**src/rtl/vga_test_pkg.sv**
```systemverilog
// Shared frame geometry and loader FSM encoding for the VGA test design.
package vga_test_pkg;

  localparam int unsigned FRAME_W     = 640;
  localparam int unsigned FRAME_H     = 480;
  localparam int unsigned FRAME_WORDS = 153600;

  typedef enum logic [2:0] {
    RST_HOLD,
    RST_WAIT,
    READ_LO,
    READ_HI,
    WRITE,
    RECOVER,
    DONE
  } state_e;

  function automatic int unsigned max3(input int unsigned a, input int unsigned b,
                                       input int unsigned c);
    int unsigned m;
    m = (a > b) ? a : b;
    return (m > c) ? m : c;
  endfunction

endpackage

```
**src/rtl/flash_image_loader_if.sv**
```systemverilog
// Flash and SRAM pin bundle driven by the boot image loader.
interface flash_image_loader_if;

  logic [21:0] flashAddr;
  logic [7:0]  flashData;
  logic        flash_oe;
  logic        flash_we;
  logic        flash_ce;
  logic        flash_rst;
  logic [17:0] sramAddr;
  logic [15:0] sramData;
  logic        sram_oe;
  logic        sram_we;
  logic        sram_ub;
  logic        sram_lb;
  logic        sram_ce;

  modport master (
    output flashAddr, flash_oe, flash_we, flash_ce, flash_rst,
    input  flashData,
    output sramAddr, sramData, sram_oe, sram_we, sram_ub, sram_lb, sram_ce
  );

  modport slave (
    input  flashAddr, flash_oe, flash_we, flash_ce, flash_rst,
    output flashData,
    input  sramAddr, sramData, sram_oe, sram_we, sram_ub, sram_lb, sram_ce
  );

endinterface

```
**src/rtl/flash_image_loader.sv**
```systemverilog
// Boot copy engine: pulses flash reset, packs flash byte pairs into SRAM words, then raises ready.
// Optional macro CHECKSUM_EN adds a 16-bit running sum of every latched flash byte.
module flash_image_loader
  import vga_test_pkg::*;
#(
  parameter int unsigned WORDS      = FRAME_WORDS,
  parameter int unsigned FLASH_BASE = 0,
  parameter int unsigned SRAM_BASE  = 0,
  parameter int unsigned FLASH_WAIT = 3,
  parameter int unsigned WE_CYCLES  = 1,
  parameter int unsigned RST_CYCLES = 13
) (
  input  logic                 clk,
  input  logic                 n_reset,
  flash_image_loader_if.master bus,
`ifdef CHECKSUM_EN
  output logic [15:0]          checksum,
`endif
  output logic                 ready
);

  localparam int unsigned CNT_MAX = max3(FLASH_WAIT, WE_CYCLES, RST_CYCLES);
  localparam int unsigned CNT_W   = (CNT_MAX < 2) ? 1 : $clog2(CNT_MAX);
  localparam int unsigned IDX_W   = 18;

  localparam logic [CNT_W-1:0] RST_LAST  = CNT_W'(RST_CYCLES - 1);
  localparam logic [CNT_W-1:0] WAIT_LAST = CNT_W'(FLASH_WAIT - 1);
  localparam logic [CNT_W-1:0] WE_LAST   = CNT_W'(WE_CYCLES - 1);
  localparam logic [IDX_W-1:0] IDX_LAST  = IDX_W'(WORDS - 1);

  state_e           r_state, w_state_next;
  logic [CNT_W-1:0] r_cnt, w_cnt_next;
  logic [IDX_W-1:0] r_idx, w_idx_next;
  logic [7:0]       r_data_lo, r_data_hi;
  logic             w_latch_lo, w_latch_hi;
  logic [21:0]      r_flash_addr, w_flash_addr_next;
  logic [17:0]      r_sram_addr, w_sram_addr_next;
  logic             r_ready, r_flash_rst, r_flash_en_n, r_sram_we_n;

  always_comb begin
    w_state_next = r_state;
    w_cnt_next   = r_cnt + CNT_W'(1);
    w_idx_next   = r_idx;
    w_latch_lo   = 1'b0;
    w_latch_hi   = 1'b0;
    unique case (r_state)
      RST_HOLD: if (r_cnt == RST_LAST) begin
        w_state_next = RST_WAIT;
        w_cnt_next   = '0;
      end
      RST_WAIT: if (r_cnt == RST_LAST) begin
        w_state_next = READ_LO;
        w_cnt_next   = '0;
      end
      READ_LO: if (r_cnt == WAIT_LAST) begin
        w_latch_lo   = 1'b1;
        w_state_next = READ_HI;
        w_cnt_next   = '0;
      end
      READ_HI: if (r_cnt == WAIT_LAST) begin
        w_latch_hi   = 1'b1;
        w_state_next = WRITE;
        w_cnt_next   = '0;
      end
      WRITE: if (r_cnt == WE_LAST) begin
        w_state_next = RECOVER;
        w_cnt_next   = '0;
      end
      RECOVER: begin
        w_cnt_next = '0;
        if (r_idx == IDX_LAST) begin
          w_state_next = DONE;
        end else begin
          w_idx_next   = r_idx + IDX_W'(1);
          w_state_next = READ_LO;
        end
      end
      DONE: w_cnt_next = '0;
      default: begin
        w_state_next = RST_HOLD;
        w_cnt_next   = '0;
      end
    endcase

    // SRAM address is driven from READ_LO onward so it is settled well before the write strobe.
    w_flash_addr_next = 22'(FLASH_BASE) + {3'b000, w_idx_next, (w_state_next == READ_HI)};
    w_sram_addr_next  = IDX_W'(SRAM_BASE) + w_idx_next;
  end

  always_ff @(posedge clk) begin
    if (!n_reset) begin
      r_state      <= RST_HOLD;
      r_cnt        <= '0;
      r_idx        <= '0;
      r_data_lo    <= '0;
      r_data_hi    <= '0;
      r_flash_addr <= 22'(FLASH_BASE);
      r_sram_addr  <= IDX_W'(SRAM_BASE);
      r_ready      <= 1'b0;
      r_flash_rst  <= 1'b0;
      r_flash_en_n <= 1'b1;
      r_sram_we_n  <= 1'b1;
    end else begin
      r_state      <= w_state_next;
      r_cnt        <= w_cnt_next;
      r_idx        <= w_idx_next;
      if (w_latch_lo) r_data_lo <= bus.flashData;
      if (w_latch_hi) r_data_hi <= bus.flashData;
      r_flash_addr <= w_flash_addr_next;
      r_sram_addr  <= w_sram_addr_next;
      r_ready      <= (w_state_next == DONE);
      r_flash_rst  <= (w_state_next != RST_HOLD);
      r_flash_en_n <= !(w_state_next inside {READ_LO, READ_HI, WRITE, RECOVER});
      r_sram_we_n  <= (w_state_next != WRITE);
    end
  end

`ifdef CHECKSUM_EN
  logic [15:0] r_checksum;

  always_ff @(posedge clk) begin
    if (!n_reset) begin
      r_checksum <= '0;
    end else if (w_latch_lo || w_latch_hi) begin
      r_checksum <= r_checksum + {8'h00, bus.flashData};
    end
  end

  assign checksum = r_checksum;
`endif

  assign bus.flashAddr = r_flash_addr;
  assign bus.flash_oe  = r_flash_en_n;
  assign bus.flash_ce  = r_flash_en_n;
  assign bus.flash_we  = 1'b1;
  assign bus.flash_rst = r_flash_rst;
  assign bus.sramAddr  = r_sram_addr;
  // Even flash byte lands in [7:0], odd byte in [15:8].
  assign bus.sramData  = {r_data_hi, r_data_lo};
  assign bus.sram_oe   = 1'b1;
  assign bus.sram_we   = r_sram_we_n;
  assign bus.sram_ub   = r_sram_we_n;
  assign bus.sram_lb   = r_sram_we_n;
  assign bus.sram_ce   = 1'b0;
  assign ready         = r_ready;

endmodule
```
**src/flat_wrapper.sv**
```systemverilog
// flat-port wrapper written by rule: the top's interface ports become plain ports
module flash_image_loader_flat import vga_test_pkg::*;
#(
  parameter int unsigned WORDS      = FRAME_WORDS,
  parameter int unsigned FLASH_BASE = 0,
  parameter int unsigned SRAM_BASE  = 0,
  parameter int unsigned FLASH_WAIT = 3,
  parameter int unsigned WE_CYCLES  = 1,
  parameter int unsigned RST_CYCLES = 13
)
  (clk, n_reset, ready, bus_flashAddr, bus_flash_oe, bus_flash_we, bus_flash_ce, bus_flash_rst, bus_flashData, bus_sramAddr, bus_sramData, bus_sram_oe, bus_sram_we, bus_sram_ub, bus_sram_lb, bus_sram_ce);
  flash_image_loader_if bus_i ();
  input  logic clk;
  input  logic n_reset;
  output logic ready;
  output wire logic [$bits(bus_i.flashAddr)-1:0] bus_flashAddr;
  output wire logic [$bits(bus_i.flash_oe)-1:0] bus_flash_oe;
  output wire logic [$bits(bus_i.flash_we)-1:0] bus_flash_we;
  output wire logic [$bits(bus_i.flash_ce)-1:0] bus_flash_ce;
  output wire logic [$bits(bus_i.flash_rst)-1:0] bus_flash_rst;
  input wire logic [$bits(bus_i.flashData)-1:0] bus_flashData;
  output wire logic [$bits(bus_i.sramAddr)-1:0] bus_sramAddr;
  output wire logic [$bits(bus_i.sramData)-1:0] bus_sramData;
  output wire logic [$bits(bus_i.sram_oe)-1:0] bus_sram_oe;
  output wire logic [$bits(bus_i.sram_we)-1:0] bus_sram_we;
  output wire logic [$bits(bus_i.sram_ub)-1:0] bus_sram_ub;
  output wire logic [$bits(bus_i.sram_lb)-1:0] bus_sram_lb;
  output wire logic [$bits(bus_i.sram_ce)-1:0] bus_sram_ce;
  assign bus_flashAddr = bus_i.flashAddr;
  assign bus_flash_oe = bus_i.flash_oe;
  assign bus_flash_we = bus_i.flash_we;
  assign bus_flash_ce = bus_i.flash_ce;
  assign bus_flash_rst = bus_i.flash_rst;
  assign bus_i.flashData = bus_flashData;
  assign bus_sramAddr = bus_i.sramAddr;
  assign bus_sramData = bus_i.sramData;
  assign bus_sram_oe = bus_i.sram_oe;
  assign bus_sram_we = bus_i.sram_we;
  assign bus_sram_ub = bus_i.sram_ub;
  assign bus_sram_lb = bus_i.sram_lb;
  assign bus_sram_ce = bus_i.sram_ce;
  flash_image_loader #(.WORDS(WORDS), .FLASH_BASE(FLASH_BASE), .SRAM_BASE(SRAM_BASE), .FLASH_WAIT(FLASH_WAIT), .WE_CYCLES(WE_CYCLES), .RST_CYCLES(RST_CYCLES)) u_core (.clk(clk), .n_reset(n_reset), .bus(bus_i), .ready(ready));
endmodule
```
**config.mk**
```make
export PLATFORM = sky130hd
export DESIGN_NAME = flash_image_loader_flat
export DESIGN_NICKNAME = d
export VERILOG_FILES = /design/src/rtl/vga_test_pkg.sv /design/src/rtl/flash_image_loader_if.sv /design/src/rtl/flash_image_loader.sv /design/src/flat_wrapper.sv
export SDC_FILE = /design/constraint.sdc
export NUM_CORES = 1
export LEC_CHECK = 0
export CAP_MARGIN = 20
export CORE_AREA = 4 4 113 61
export DETAILED_ROUTE_END_ITERATION = 16
export DIE_AREA = 0 0 117 65
export PLACE_DENSITY_LB_ADDON = 0.25
export SKIP_CTS_REPAIR_TIMING = 1
export SLEW_MARGIN = 0
export SYNTH_ARGS = -nofsm -noshare
export SYNTH_HDL_FRONTEND = slang
export SYNTH_SLANG_ARGS = --single-unit
```
**constraint.sdc**
```tcl
create_clock -name clk -period 2 [get_ports clk]
set_clock_uncertainty 0.2 [all_clocks]
set_input_delay 0.5 -clock clk [delete_from_list [all_inputs] [get_ports clk]]
set_output_delay 0.5 -clock clk [all_outputs]
set_load 0.05 [all_outputs]
```
==> flow_summary.ini, run 1 <==
[route]
routed_wl_mm = 6.53
drt_iter0_drc = 168
drc = 0
ant_nets = 0
vias = 2267
drt-pass1-iter-count = 5
via_per_inst = 5.30
wl_per_cell_um = 15.3

[synthesis]
yosysSeqAreaShare_pct = 37.6
async_reset_ff_share_pct = 0
syn_inst = 273
yosys_most_used_dff = dfxtp_1
synth_edf_count = 0
postSynthAreaPerCell_um2 = 8.96
ys_types = 56
ys_warn_count = 0
synth-seq-cells = 46
synth_area_um2 = 2450

[timing]
rsz0062_at_grt = yes
finalSetupViolCount = 0
hold_viol = 0
fin_crit_ps = 1960
period_share_pct = 98.2
slew_violations = 0
fmax_mhz = 509
maxSlewHeadroom_pct = 67.0
tightest_slew_ps = 490

[global_route]
grt_busiest_layer = met1
antenna_found_initial = 0
use_met2_pct = 21.9
grt_pass1_wl_mm = 10.3
use_met3_pct = 4.48
grt_start_max_net_pins = 22
grt_use_total_pct = 17.1
grt_pass1_vias = 2027
grt_use_met1_pct = 27.7
grt_overflow = 0

[setup_path]
required_ps = 1980
cp.arrival_ps = 1940
start_kind = flip-flop
critical_path.max_fanout = 4
path_class = reg -> reg
cp-end-kind = flip-flop

[clock_network]
clk_pin_slew_worst_paths_ps = 60
clk_latency_ps = 290
h-tree-depth = 2
cts_buffer_depth = 2
cts_tree = done
cts_buffers = 5
cts_num_sinks = 46
cts_root_buf = clkbuf_16

[cells_and_area]
nets = 364
syn2layout_area_growth_pct = 45.7
layout_commonest_cell = buf_4
drive_gt1_share_pct = 40.7
mostFrequentLayoutCells = 75 x buf_4, 30 x dfxtp_1, 25 x nor2_1
fin_area_um2 = 3570
final_core_util_pct = 60.4
diodes = 0

[pwr]
p_leak_nw = 1.58
finalPower_mw = 1.88
p_per_area_nw_per_um2 = 527
ir_worst_vdd_v = 0.000334

[floorplanning]
row_count = 20
io-pin-count = 76
core_area_um2 = 5910
die_area_um2 = 7610
initial_core_util_pct = 41.4
die_h_um = 65
die_x_um = 117

[status]
status = finished clean

[flow_run]
cap_violations = 0

[placed_design]
dpl.hpwl_mm = 4.76
finalWeightedCongestion = 0.872
dpl-instance-area_um2 = 3300
port_buffers = 69

[worst_hold_path]
min_path_type = reg -> reg
[worst max-delay path, stage by stage, from the launching register on]
cell and delay, ps:
dfxtp_2 320, or4b_4 600, nor3_4 230, buf_6 140, a31oi_2 110, a211o_1 240
[report_power, final]
| group | switching [mW] | leakage, nW | total (mW) | internal, mW |
|---|---|---|---|---|
| logic | 0.0676 | 1.12 | 0.105 | 0.0376 |
| clock network | 0.377 | 0.0747 | 0.848 | 0.471 |
| registers | 0.00868 | 0.380 | 0.925 | 0.917 |
[final timing paths]
check                                                            from                              endpoint  slack (ps)  cells past startpoint
worst max-delay path            u_core.bus.flashAddr[17]$_SDFFE_PN0P_         u_core.bus.sram_lb$_SDFF_PN1_          40                      5
worst min-delay path             u_core.bus.flashAddr[8]$_SDFFE_PN0P_  u_core.bus.flashAddr[8]$_SDFFE_PN0P_         300                      2
worst max register to register  u_core.bus.flashAddr[17]$_SDFFE_PN0P_         u_core.bus.sram_lb$_SDFF_PN1_          40                      5
worst min register to register   u_core.bus.flashAddr[8]$_SDFFE_PN0P_  u_core.bus.flashAddr[8]$_SDFFE_PN0P_         300                      2
[cell usage after synthesis (2+ instances only)]
master / number / area share (%)
clkbuf_1: 7 / 1.1
and4_1: 3 / 1.1
and2_1: 2 / 0.51
o31ai_1: 6 / 1.8
and3b_1: 3 / 1.1
nand3_1: 6 / 1.2
buf_6: 2 / 0.92
nor3_1: 5 / 1.0
nand2b_1: 7 / 1.8
nor3b_1: 5 / 1.5
buf_2: 2 / 0.41
ha_1: 4 / 2.0
or2b_1: 2 / 0.61
a31oi_1: 3 / 0.77
nand2_1: 16 / 2.5
o21ai_0: 9 / 1.8
inv_1: 7 / 1.1
a211oi_1: 2 / 0.61
a21oi_2: 4 / 1.4
nand4_1: 5 / 1.3
buf_4: 27 / 8.3
mux2i_1: 23 / 9.4
nand4b_1: 2 / 0.72
a21boi_0: 2 / 0.61
nor2_1: 25 / 3.8
or4_1: 5 / 1.5
conb_1: 2 / 0.31
dfxtp_1: 46 / 38
a21oi_1: 14 / 2.9
[kinds of logic (layout without fill, tap and decap cells)]
logic type	Yosys count	in the layout	share of synthesized area, %
AOI/OAI and AO/OA	50	50	13.3
xor gates and xnor gates	2	2	0.716
adders and majority gates	4	4	2.05
buffers and inverters	48	121	12.8
DFF	46	46	37.6
muxes	23	23	9.41
other	2	6	0.307
and+or+nand+nor	98	99	23.7
[per-layer routing]
layer	vias to the layer above	part of all wire, %
li1	1095	-
met1	1060	52
met2	106	38
met3	6	9.2
met4	0	0.51
met5	-	0
[stage by stage]
stage | setup TNS, ps | cells | hold WS (ps) | worst slack, ps
CTS | -97.5 | 422 | 296 | -31.3
global placement | -61.6 | 414 | 278 | -24.0
global route | -56.0 | 428 | 344 | -29.2
floorplan | 0 | 277 | 250 | 16.4
finish | 0 | 428 | 296 | 36.4
detailed placement | -57.8 | 414 | 281 | -27.8
[state kept, by name, indices dropped and copies added, names as in the netlist, 3 cells and up]
signal	cells
u_core.r_cnt	4
u_core.bus.flashAddr	19
u_core.r_data_lo	8
u_core.r_data_hi	8
u_core.r_state	3
[final cells by class]
type                       count  area [um^2]
tap                           77         96.3
sequential                    46          948
multi-input combinational    184         1290
timing repair buffer         105         1050
clock buffer                   5          125
fill                         497         2340
inverter                       8         30.0
clock inverter                 3         23.8
Power figures use the tool's default switching activity.
==> run 2, diff against run 1 <==
GPL_TIMING_DRIVEN = 0   (was not set)
==> flow_summary.ini, run 2 (synthesis results as in run 1) <==
[floorplanning]
io-pin-count = 76
core_area_um2 = 5910
die_area_um2 = 7610
die_x_um = 117
row_count = 20
die_h_um = 65
initial_core_util_pct = 41.4

[route]
wl_per_cell_um = 15.6
routed_wl_mm = 6.87
ant_nets = 0
drt_iter0_drc = 83
drc = 0
via_per_inst = 5.21
drt-pass1-iter-count = 5
vias = 2286

[pwr]
p_per_area_nw_per_um2 = 501
p_leak_nw = 2.44
ir_worst_vdd_v = 0.000313
finalPower_mw = 1.87

[clock_network]
cts_root_buf = clkbuf_16
cts_buffers = 5
cts_buffer_depth = 2
cts_tree = done
clk_latency_ps = 290
cts_num_sinks = 46
clk_pin_slew_worst_paths_ps = 60
h-tree-depth = 2

[setup_path]
rrSetupSlack_ps = -0.6
cp.arrival_ps = 1980
required_ps = 1980
worstPathCellList = or4b_4 > nor3_4 > buf_12 > a31oi_4 > a211o_1
path_class = reg -> reg
cp-end-kind = flip-flop
start_kind = flip-flop
critical_path.max_fanout = 6
critPathSlowestCell = or4b_4
critPathMaxStageDelay_ps = 580

[global_route]
antenna_found_initial = 0
grt_pass1_vias = 2114
grt_overflow = 0
grt_start_max_net_pins = 16
grt_pass1_wl_mm = 10.6
grt_use_total_pct = 17.8

[timing]
setup_slack_ps = -0.590
fin_crit_ps = 2000
fmax_mhz = 500
hold_slack_ps = 278
slew_violations = 0
finalSetupViolCount = 1
hold_viol = 0
period_share_pct = 100
rsz0062_at_grt = yes
maxSlewHeadroom_pct = 64.5
tightest_slew_ps = 532

[cells_and_area]
largest_reg_flops = 19
final_core_util_pct = 63.3
layout_commonest_cell = dlymetal6s2s_1
syn2layout_area_growth_pct = 52.7
instances_no_fill = 439
nets = 375
diodes = 0
fill_cells = 490
drive_gt1_share_pct = 26.8
mostFrequentLayoutCells = 58 x dlymetal6s2s_1, 36 x buf_4, 27 x dfxtp_1

[placed_design]
place_inst = 422
dpl.hpwl_mm = 4.87
pre_cts_ws_ps = -375
port_buffers = 68
finalWeightedCongestion = 0.867

[status]
violations = negative setup slack
status = finished, violations left

[worst_hold_path]
min_path_type = reg -> reg

[flow_run]
cap_violations = 0
==> run 2: per-layer routing <==
metal	share of wire, %	GRT usage [%]	vias up
met4	0.92	5.01	0
met2	40	24.2	100
li1	-	-	1120
met5	0	0	-
met1	49	26.9	1058
met3	10	5.04	8
==> run 2: cell type report <==
| class | instances | area, um^2 | share of cell area, % |
|---|---|---|---|
| Buffer | 40 | 290 | 7.77 |
| Clock buffer | 5 | 125 | 3.35 |
| Clock inverter | 3 | 20.0 | 0.536 |
| Inverter | 8 | 33.8 | 0.904 |
| Multi-Input combinational cell | 183 | 1310 | 35.0 |
| Sequential cell | 46 | 957 | 25.6 |
| Tap cell | 77 | 96.3 | 2.58 |
| Timing Repair Buffer | 77 | 905 | 24.2 |
==> run 2: per-stage QoR <==
stage	setup TNS (ps)	area, um^2
2_1_floorplan	0	2490
4_1_cts	-14040	3410
3_3_place_gp	-4340	3270
6_report	-0.590	3740
5_1_grt	-209	3740
3_5_place_dp	-6910	3270
==> run 2: worst max-delay path, delay by kind of cell, from the launching register on <==
kind / cells / cell delay [ps]
DFF: 1 / 360
buffers and inverters: 1 / 150
AOI/OAI and AO/OA: 2 / 360
and+or+nand+nor: 2 / 820
==> run 2: worst paths after layout <==
path                                                             from                                    to  cells after the start
worst max-delay path            u_core.bus.flashAddr[17]$_SDFFE_PN0P_         u_core.bus.sram_lb$_SDFF_PN1_                      5
worst min-delay path             u_core.bus.flashAddr[9]$_SDFFE_PN0P_  u_core.bus.flashAddr[9]$_SDFFE_PN0P_                      2
worst max register to register  u_core.bus.flashAddr[17]$_SDFFE_PN0P_         u_core.bus.sram_lb$_SDFF_PN1_                      5
worst min register to register   u_core.bus.flashAddr[9]$_SDFFE_PN0P_  u_core.bus.flashAddr[9]$_SDFFE_PN0P_                      2
==> run 2: where the power goes <==
group | leakage (nW) | internal [mW] | switching (mW)
sequential | 0.382 | 0.914 | 0.00538
combinational | 1.98 | 0.0425 | 0.0759
clock | 0.0741 | 0.464 | 0.370
==> run 3, diff against run 2 <==
SLEW_MARGIN = 20   (was 0)
==> results of run 3 <==
The final DEF is identical to that of run 2; final timing and power are the same.
